[src/rtl/sram_1rw_arbiter.sv]
// Two-requester round-robin front end for a single-port 1RW SRAM; one transaction in flight.
// Writes occupy 2 cycles accept-to-accept; reads return rdata with a one-cycle rvalid pulse after READ and CAPTURE.
module sram_1rw_arbiter #(
    parameter int DATA_WIDTH = 32,
    parameter int ADDR_WIDTH = 10
) (
    input  logic                  clk,
    input  logic                  rst,

    input  logic                  a_valid,
    output logic                  a_ready,
    input  logic                  a_we,
    input  logic [ADDR_WIDTH-1:0] a_addr,
    input  logic [DATA_WIDTH-1:0] a_wdata,
    output logic                  a_rvalid,

    input  logic                  b_valid,
    output logic                  b_ready,
    input  logic                  b_we,
    input  logic [ADDR_WIDTH-1:0] b_addr,
    input  logic [DATA_WIDTH-1:0] b_wdata,
    output logic                  b_rvalid,

    output logic [DATA_WIDTH-1:0] rdata,

    output logic                  sram_csb,
    output logic                  sram_web,
    output logic                  sram_oeb,
    output logic [ADDR_WIDTH-1:0] sram_addr,
    output logic [DATA_WIDTH-1:0] sram_dout,
    output logic                  sram_dout_en,
    input  logic [DATA_WIDTH-1:0] sram_din
);

    localparam logic [1:0] IDLE    = 2'd0;
    localparam logic [1:0] WRITE   = 2'd1;
    localparam logic [1:0] READ    = 2'd2;
    localparam logic [1:0] CAPTURE = 2'd3;

    localparam logic GNT_A = 1'b0;
    localparam logic GNT_B = 1'b1;

    logic [1:0]            state_q,    state_d;
    logic                  last_q,     last_d;
    logic                  owner_q,    owner_d;
    logic [ADDR_WIDTH-1:0] addr_q,     addr_d;
    logic [DATA_WIDTH-1:0] dout_q,     dout_d;
    logic [DATA_WIDTH-1:0] rdata_q,    rdata_d;
    logic                  a_rvalid_q, a_rvalid_d;
    logic                  b_rvalid_q, b_rvalid_d;

    logic                  is_idle;
    logic                  grant_a;
    logic                  grant_b;
    logic                  accept;
    logic                  sel_we;
    logic [ADDR_WIDTH-1:0] sel_addr;
    logic [DATA_WIDTH-1:0] sel_wdata;

    // On a tie, the requester that was not granted last wins.
    assign grant_a = a_valid && (!b_valid || (last_q == GNT_B));
    assign grant_b = b_valid && !grant_a;
    assign is_idle = (state_q == IDLE);

    assign a_ready = is_idle && grant_a;
    assign b_ready = is_idle && grant_b;
    assign accept  = a_ready || b_ready;

    assign sel_we    = grant_a ? a_we    : b_we;
    assign sel_addr  = grant_a ? a_addr  : b_addr;
    assign sel_wdata = grant_a ? a_wdata : b_wdata;

    always_comb begin
        state_d    = state_q;
        last_d     = last_q;
        owner_d    = owner_q;
        addr_d     = addr_q;
        dout_d     = dout_q;
        rdata_d    = rdata_q;
        a_rvalid_d = 1'b0;
        b_rvalid_d = 1'b0;

        case (state_q)
            IDLE: begin
                if (accept) begin
                    last_d  = grant_a ? GNT_A : GNT_B;
                    owner_d = grant_a ? GNT_A : GNT_B;
                    addr_d  = sel_addr;
                    if (sel_we) begin
                        dout_d  = sel_wdata;
                        state_d = WRITE;
                    end else begin
                        state_d = READ;
                    end
                end
            end
            WRITE: begin
                state_d = IDLE;
            end
            READ: begin
                state_d = CAPTURE;
            end
            CAPTURE: begin
                // The SRAM has had a full cycle of oeb low, so the bus is settled here.
                rdata_d    = sram_din;
                a_rvalid_d = (owner_q == GNT_A);
                b_rvalid_d = (owner_q == GNT_B);
                state_d    = IDLE;
            end
            default: begin
                state_d = IDLE;
            end
        endcase
    end

    always_ff @(posedge clk or posedge rst) begin
        if (rst) begin
            state_q    <= IDLE;
            last_q     <= GNT_B;
            owner_q    <= GNT_A;
            addr_q     <= '0;
            dout_q     <= '0;
            rdata_q    <= '0;
            a_rvalid_q <= 1'b0;
            b_rvalid_q <= 1'b0;
        end else begin
            state_q    <= state_d;
            last_q     <= last_d;
            owner_q    <= owner_d;
            addr_q     <= addr_d;
            dout_q     <= dout_d;
            rdata_q    <= rdata_d;
            a_rvalid_q <= a_rvalid_d;
            b_rvalid_q <= b_rvalid_d;
        end
    end

    // Strobes decode directly from the state flop so reset releases the SRAM immediately.
    assign sram_csb     = is_idle;
    assign sram_web     = (state_q != WRITE);
    assign sram_oeb     = !((state_q == READ) || (state_q == CAPTURE));
    assign sram_dout_en = (state_q == WRITE);
    assign sram_addr    = addr_q;
    assign sram_dout    = dout_q;

    assign rdata    = rdata_q;
    assign a_rvalid = a_rvalid_q;
    assign b_rvalid = b_rvalid_q;

endmodule
[config.mk]
export PLATFORM = sky130hd
export DESIGN_NAME = sram_1rw_arbiter
export DESIGN_NICKNAME = d
export VERILOG_FILES = /design/src/rtl/sram_1rw_arbiter.sv
export SDC_FILE = /design/constraint.sdc
export NUM_CORES = 1
export LEC_CHECK = 0
export ABC_CLOCK_PERIOD_IN_PS = 3080
export CAP_MARGIN = 20
export CORE_AREA = 2 2 98 100
export CTS_CLUSTER_DIAMETER = 60
export DETAILED_ROUTE_END_ITERATION = 10
export DIE_AREA = 0 0 100 102
export GPL_ROUTABILITY_DRIVEN = 0
export HOLD_SLACK_MARGIN = 0.06
export PLACE_DENSITY = 0.79
export SLEW_MARGIN = 20
export SYNTH_ARGS = -nofsm -noshare
export SYNTH_HDL_FRONTEND = slang
export SYNTH_SLANG_ARGS = --single-unit
[constraint.sdc]
create_clock -name clk -period 3.08 [get_ports clk]
set_input_delay 0.616 -clock clk [delete_from_list [all_inputs] [get_ports clk]]
set_output_delay 0.616 -clock clk [all_outputs]
set_load 0.01 [all_outputs]
# Yosys cells after proc, flatten, opt, wreduce, memory -nomap -nowiden
# Index checks and enable logic that the tools add are counted.
[word_totals]
reg_bits = 80
input_bits = 122
output_inout_bits = 82
word_cells = 37
[classes]
eq_ne = 5
muxes = 9
bitwise = 1
n_reduce_logical = 14
[ops]
columns = ["operator", "n"]
rows = [
  ["$mux W32", 1],
  ["$mux W10", 1],
  ["$pmux W2 S3", 1],
  ["$eq A2 B2 Y1 const B", 2],
  ["$logic_and A1 B1 Y1", 4],
  ["$mux W1", 4],
  ["$mux W2", 2],
  ["$ne A2 B1 Y1 const B", 2],
  ["$logic_not A1 Y1", 3],
  ["$logic_or A1 B1 Y1", 3],
  ["$reduce_and A3 Y1", 1],
  ["$eq A2 B1 Y1 const B", 1],
  ["$logic_not A2 Y1", 1],
  ["$reduce_and A2 Y1", 1],
  ["$reduce_or A2 Y1", 1],
  ["$not A1 Y1", 1],
]

# Logic depth before layout (Yosys ltp)
[depth]
ltp_word = 9
mapped_depth = 6
depth_no_buf = 4

# Worst setup path before layout
# Ideal clock, no wire load.
[synth_path]
path_kind = "input to output"
startpoint = "in a_valid"
endpoint = "out a_ready"
arrival_ps = 1511
t_required_ps = 2464
path_slack_ps = 953
cell_stages = 4
n_path_buf = 2
cell_sequence = "buf_2 > o21ai_1 > clkbuf_1 > nor2_1"
[synth_between]
elab_chain_len = 2
[synth_lines]
columns = ["item", "line", "source"]
rows = [
  ["from (decl)", "10", "input logic a_valid,"],
  ["$logic_and A1 B1 Y1", "61", "assign grant_a = a_valid && (!b_valid || (last_q == GNT_B));"],
  ["$logic_and A1 B1 Y1", "65", "assign a_ready = is_idle && grant_a;"],
  ["to (decl)", "11", "output logic a_ready,"],
]
# Every way passes these cells.

# Worst setup path in the final report
[layout_path]
startpoint = "in b_valid"
endpoint = "out a_ready"
[layout_between]
elab_chain_len = 4
[layout_lines]
columns = ["item", "line", "source"]
rows = [
  ["from (decl)", "17", "input logic b_valid,"],
  ["$logic_not A1 Y1", "61", ""],
  ["$logic_or A1 B1 Y1", "61", ""],
  ["$logic_and A1 B1 Y1", "61", ""],
  ["$logic_and A1 B1 Y1", "65", ""],
]
# Every way passes these cells.

==> metrics.txt <==
status=finished, final reports clean; insertion delay to the later sink of the worst-skew pair=0.33 ns; register-to-register path setup slack=1.03 ns; number of global-route vias before repair=2,903; total wire length after detailed routing=9093 um; number of routed nets with antenna violations=0; data arrival time of the worst path=2.15 ns; Worst path slowest cell=sky130_fd_sc_hd__clkdlybuf4s50_1; power per unit of standard cell area=889.9 nW/um2; worst rel slew slack=0.4526; net count of the mapped netlist=372; VDD IR-drop max=0.0005383 V; number of DRC violations after detailed-routing iteration 0=55; total of cells resized after clock tree synthesis=0; Slew Limit Fails=0; clock tree from TritonCTS=built; Crit. Startpoint=b_valid; number of hold buffers added after CTS=0; clock transition at the register clock pins on the worst setup and hold paths after CTS=0.08 ns; async set-or-reset flop fraction in the synthesized netlist=1.000; worst reg-to-reg path cell count=4; fraction of layout cells with a size suffix above 1=0.1085; buffer levels on the longest clock path=2; Chip Width=100 um; CP endpoint kind=primary output; top flip-flop cell by instance count after synthesis=sky130_fd_sc_hd__dfrtp_1; effective utilization at floorplan=0.3641; Critical Path Sink=a_ready; number of warnings reported in the yosys synthesis log=0; CP Class=input pin to primary output; Power Total=5036 uW; GR Overflow Total=0; count of vias placed by the detailed router=2,780; largest net degree at the start of global routing=81; most common library cell in the layout ignoring fill and taps=sky130_fd_sc_hd__clkdlybuf4s50_1; root cell of the clock tree=sky130_fd_sc_hd__clkbuf_8; FMAX=0.3612 GHz; cell area after synthesis=3317 um2; diode insertion count for antenna repair=0; global-route wire length before repair=14,230 um; final critical-path required period=2.768 ns; leakage power total=0.002276 uW; commonest non-fill, non-tap cells in the layout=203 x sky130_fd_sc_hd__clkdlybuf4s50_1, 79 x sky130_fd_sc_hd__dfrtp_1, 34 x sky130_fd_sc_hd__o21a_1, 32 x sky130_fd_sc_hd__o22a_1, 22 x sky130_fd_sc_hd__mux2_2; pin slew with the least headroom to its limit=0.8191 ns; final net count=578; FP Rows=35; setup total negative slack=0 ns; synthesized instance count=250; max-cap violation count=0; cell repeated most along the worst path=sky130_fd_sc_hd__clkdlybuf4s50_1; H-Tree Level Count=3; Total Die Area=10,200 um2; initial antenna violation count=0; Req. time, crit path=2.46 ns; overall global routing resource usage=0.1777; HP Class=flip-flop to flip-flop; Die Y=102 um; final-report setup violation count=0; Max Fanout on Critical Path=7; cell count of the worst hold path=1; detailed-route wire length per cell=15.90 um; I/O Pins=204; clock buffers created by TritonCTS=9; total number of clock tree sinks=80; r2r startpoint=state_q[0]; fill cell count=747; routed via count divided by cell count=4.860; area grow syn2layout=70.61%; area of the core=9109 um2; number of library cell types mapped by synthesis=24; end of the worst register-to-register path=sram_dout[10]; critical path launch point type=input pin; Critical Path, Cell by Cell=clkdlybuf4s50_1 -> o21ai_1 -> buf_4 -> nor2_1 -> clkdlybuf4s50_1; part of the Yosys area used for sequential elements=0.6039; biggest cell delay along the critical path=0.57 ns; maximum clock skew at final layout=0.006788 ns; RSZ-0062 raised after global routing=no; number of enable flip-flop cells after synthesis=0; final cycle utilization of the critical path=0.8988; mean instance size in the synthesized netlist=13.27 um2; Final Hold Vio Count=0; number of buffers added for setup after CTS=0; number of detailed-routing iterations run before antenna repair=4; number of I/O port buffers=203; DRC violations left=0; detailed placer's ending HPWL=6871 um; flops & latches, synth=80
==> critical path, delay by kind of cell <==
family,cells,cell delay (ns)
AO/OA/AOI/OAI,1,0.14
buffers and inverters,3,1.29
AND/OR/NAND/NOR,1,0.11
==> cells in the mapped netlist, types with 2 or more instances <==
library cell                n  area [um2]
sky130_fd_sc_hd__clkbuf_1   3       11.26
sky130_fd_sc_hd__nor2_1     3       11.26
sky130_fd_sc_hd__mux2_1    10       112.6
sky130_fd_sc_hd__o22a_1    32       280.3
sky130_fd_sc_hd__a31oi_1    2       12.51
sky130_fd_sc_hd__mux2_2    22       247.7
sky130_fd_sc_hd__o21a_1    34       255.2
sky130_fd_sc_hd__dfrtp_1   79        1977
sky130_fd_sc_hd__mux2i_1   10       100.1
sky130_fd_sc_hd__a21oi_1    2       10.01
sky130_fd_sc_hd__buf_2     13       65.06
sky130_fd_sc_hd__inv_1      4       15.01
sky130_fd_sc_hd__o21ai_1   11       55.05
sky130_fd_sc_hd__nand2_1   15       56.30
==> layer usage <==
metal	wire length, um	GRT usage	part of all wire
met1	3653	0.2056	0.40
met2	4430	0.3134	0.49
met3	809	0.05335	0.089
met4	199	0.06639	0.022
met5	0	0	0
==> stage by stage <==
stage	cell area [um2]	util	cells	setup WS, ns	hold slack (ns)
floorplan	3317	-	250	0.4139	0.4192
global placement	5485	0.6022	556	0.3507	0.4646
detailed placement	5485	0.6022	556	0.3283	0.4781
CTS	5659	0.6213	572	0.3190	0.4905
global route	5659	0.6213	572	0.2405	0.5029
finish	5659	0.6213	572	0.3118	0.4901
==> registers in the layout (all words and copies together) (netlist names) <==
| signal | flops |
|---|---|
| a_rvalid | 1 |
| b_rvalid | 1 |
| last_q | 1 |
| owner_q | 1 |
| rdata | 32 |
| sram_addr | 10 |
| sram_dout | 32 |
| state_q | 2 |
==> layout make-up <==
cell class	count	area, um2	area share
multi-input combinational	150	1222	0.2160
tap	111	138.9	0.02454
timing repair buffer	211	2105	0.3719
sequential	80	2003	0.3540
clock buffer	11	141.4	0.02498
clock inverter	5	32.53	0.005748
inverter	4	16.27	0.002874
==> cell families after synthesis <==
group | share of synthesized area
AO/OA/AOI/OAI | 0.1950
flip-flops | 0.6039
multiplexers | 0.1388
AND/OR/NAND/NOR | 0.03470
buffers and inverters | 0.02753
==> power breakdown <==
| group | total (uW) | internal (uW) | switching (uW) |
|---|---|---|---|
| combinational | 2490 | 1520 | 970 |
| clock | 670 | 312 | 357 |
| sequential | 1870 | 1580 | 294 |
| total | 5040 | 3410 | 1620 |
==> worst min path at each step <==
| stage | slack [ns] | endpoint | from |
|---|---|---|---|
| global placement | 0.46 | sram_addr[6] | sram_addr[6] |
| floorplan | 0.42 | a_rvalid | owner_q |
| finish | 0.49 | rdata[0] | rdata[0] |
| global route | 0.50 | sram_dout[22] | sram_dout[22] |
| detailed placement | 0.48 | sram_addr[4] | sram_addr[4] |
| CTS | 0.49 | sram_addr[4] | sram_addr[4] |
Note: power is estimated with default switching activity, not from simulation.
==> edit 1 (config.mk and constraints unchanged) <==
Reset style: synchronous (`rst`), changed in one clocked block.
--- a/src/rtl/sram_1rw_arbiter.sv
+++ b/src/rtl/sram_1rw_arbiter.sv
@@ -115,3 +115,3 @@
 
-    always_ff @(posedge clk or posedge rst) begin
+    always_ff @(posedge clk) begin
         if (rst) begin
Check against the original RTL: differs if rst is asserted again (counterexample within 4 cycles, from zero or initial values and one cycle with rst high); with rst held inactive, the same outputs for 10 cycles.
==> edit 1 against the original RTL <==
Routed wire length is 38% higher; first-iteration DRC count rose to 3.9 times the old value; design area up 9.4%; sequential cell count unchanged; register-to-register slack better by 0.10 ns; fmax down 0.15%; clock skew up 0.0082 ns; setup slack got worse by 0.0041 ns; synthesized area increased by 18%.
Power is not compared: it rests on default switching activity, and its combinational part moved more than twofold at a synthesized area within 25%.
==> edit 1: results (changes against the original RTL) <==
- Status: complete, no violations
- First-pass GRT wire length: 19500 um (+37%)
- Slew Limit Headroom: 34.0% (-11 points)
- Critical path origin: b_valid
- Initial DRC Count: 215 (+290%)
- DP Worst Slack: 0.303 ns (-0.0254 ns)
- Largest net degree at the start of global routing: 81 (unchanged)
- HP Start: rdata[16]
- Non-filler instance count after layout: 776 (+36%)
- HPWL Detailed: 8680 um (+26%)
- Vias in the first global route: 3955 (+36%)
- DRT Pass-1 Iters: 5 (+1)
- Mapped Nets: 605 (+63%)
- CP arrival: 2.16 ns
- Clock Path Buffers: 2 (unchanged)
- Via density: 5.32 (+9.5%)
- CP max FO: 11 (+4)
- Share of cells above drive strength 1: 9.77% (-1.1 points)
- Fin. Hold Viols: 0 (unchanged)
- Total power: 0.00289 W
- Fraction of registers with async set/reset: 0% (-100 points)
- Switching Fraction: 29.2%
- Total track usage: 23.6% (+5.9 points)
- Commonest cells post-synth: dfxtp_1, nand2_1, a21oi_1
- Syn Inst Count: 483 (+93%)
- Max VDD drop: 235 uV
- Largest area contributor in the netlist: dfxtp_1
- Clk_skew: 0.0150 ns (+0.00818 ns)
- Post-synthesis compound-gate area fraction: 26.4% (+6.9 points)
- Root buffer cell: clkbuf_8
- WL/cell: 16.2 um (+1.6%)
- Post-DP Area: 5970 um^2 (+8.8%)
- Skew-Pair Late Insertion Delay: 0.35 ns (+0.02 ns)
- Synth top area cells: dfxtp_1, a211oi_2, a21oi_1, nand2_1, nand4b_1
- Number of library cell types mapped by synthesis: 31 (+29%)
- DP Cell Count: 760 (+37%)
- Post-synthesis mux area share: 0% (-14 points)
- Register area share after synthesis: 40.8% (-20 points)
- R2R Path Start: last_q
[edit 1: worst paths after layout]
kind | to | slack, ns | cells after the start
setup reg to reg | sram_dout[28] | 1.13 | 6
hold reg to reg | rdata[16] | 0.46 | 2
setup / recovery | b_ready | 0.31 | 6
hold / removal | rdata[16] | 0.46 | 2
[edit 1: per-layer routing]
layer / GRT usage (%) / share of wire (%) / vias up
met5: 0 / 0 / -
met4: 7.80 / 2.2 / 0
met3: 4.04 / 6.6 / 21
met2: 41.7 / 50 / 179
met1: 29.5 / 41 / 1915
li1: - / - / 2014
[edit 1: layout make-up]
class,instances,area [um^2]
inverter,35,131
multi-input combinational,320,1980
clock buffer,10,128
timing repair buffer,214,2120
tap,111,139
clock inverter,6,92.6
sequential,80,1600
fill,753,2920
[edit 1: worst max-delay path, stage by stage]
cell             delay (ns)
clkdlybuf4s50_1        0.50
nand2b_2               0.07
nand2_1                0.10
buf_4                  0.17
and3_1                 0.17
clkdlybuf4s50_1        0.53
==> edit 2 (same settings) <==
Without the edit above. `ADDR_WIDTH`: 10 -> 9.
--- a/src/rtl/sram_1rw_arbiter.sv
+++ b/src/rtl/sram_1rw_arbiter.sv
@@ -4,3 +4,3 @@
     parameter int DATA_WIDTH = 32,
-    parameter int ADDR_WIDTH = 10
+    parameter int ADDR_WIDTH = 9
 ) (
Ports: changed (resized a_addr, b_addr and sram_addr); port bits go from 204 to 201. No check against the original RTL was run, so the function may have changed too.
==> edit 2 against the original RTL <==
Sequential cell count fell by 1; synthesized area fell by 1.2%; non-clock buffer count fell by 2; setup slack got worse by 0.015 ns; routed wire length fell by 0.56%; clock power rose by 23%; design area fell by 0.53%; register-to-register slack improved by 0.33 ns; fmax fell by 0.55%; total power rose by 2.0%; critical path type unchanged; critical endpoint is now b_ready; highest routed layer unchanged.
==> edit 2: results (changes against the original RTL) <==
- Status: complete, no violations
- Clock share of power: 16.1% (+2.8 points)
- Clk_skew: 0.00945 ns (+0.00267 ns)
- Worst-Margin Slew: 0.586 ns (-0.233 ns)
- DP Cell Count: 550 (-1.1%)
- DP Worst Slack: 0.307 ns (-0.0214 ns)
- Number of library cell types mapped by synthesis: 25 (+4.2%)
- Area occupied by multi-input gates: 1200 um^2 (-1.8%)
- Via density: 4.88 (+0.44%)
- P_sw: 0.00160 W (-1.4%)
- Largest net degree at the start of global routing: 48 (-41%)
- Initial DRC Count: 61 (+11%)
- Max VDD drop: 436 uV (-19%)
- Fill count: 745 (-0.27%)
- Synth top area cells: dfrtp_1, mux2_2, o22a_1, o21a_1, mux2i_1
- Port bufs: 200 (-1.5%)
- Hold WS: 0.475 ns (-0.0147 ns)
- WL/cell: 16.0 um (+0.49%)
- Post-synthesis compound-gate area fraction: 19.6% (+0.093 points)
- Share of cells above drive strength 1: 13.2% (+2.3 points)
- Fin crit share: 90.4% (+0.50 points)
- Reg-to-reg setup timing slack: 1.36 ns (+0.33 ns)
- Commonest cells post-synth: dfrtp_1, o21a_1, mux2_2, o22a_1, nand2_1
- Leak: 2.27 nW (-0.25%)
- Post-Syn Area per Cell: 13.3 um^2 (+0.36%)
- CP arrival: 2.17 ns (+0.02 ns)
- Mapped Nets: 366 (-1.6%)
- Post-DP Area: 5420 um^2 (-1.3%)
- Total track usage: 17.4% (-0.39 points)
- CP max FO: 5 (-2)
- Non-filler instance count after layout: 566 (-1.0%)
- Register area share after synthesis: 60.4% (about the same)
- Internal Power: 0.00354 W (+3.7%)
edit 2: cell count changes after synthesis, sizes merged:
cell,unedited run,this run
mux2i,10,9
dfrtp,79,78
o21ai,11,10
clkbuf,3,4
nand2,15,14
buf,13,12
edit 2: final timing paths:
check | endpoint | from
min in group asynchronous | sram_dout[15] | rst
worst min register to register | a_rvalid | owner_q
worst min-delay path | a_rvalid | owner_q
worst max-delay path | b_ready | b_valid
max in group asynchronous | last_q | rst
worst max register to register | sram_dout[27] | last_q
edit 2: layout make-up:
class | count | area share, %
Timing Repair Buffer | 209 | 37.0
Clock inverter | 5 | 1.47
Inverter | 4 | 0.289
Sequential cell | 79 | 35.1
Multi-Input combinational cell | 147 | 21.3
Tap cell | 111 | 2.47
Clock buffer | 11 | 2.33
edit 2: per-layer routing:
layer  track usage, %  part of all wire (%)
met5                0                     0
met4             5.48                   2.3
met3             6.57                   8.0
met2             32.1                    52
met1             18.4                    38
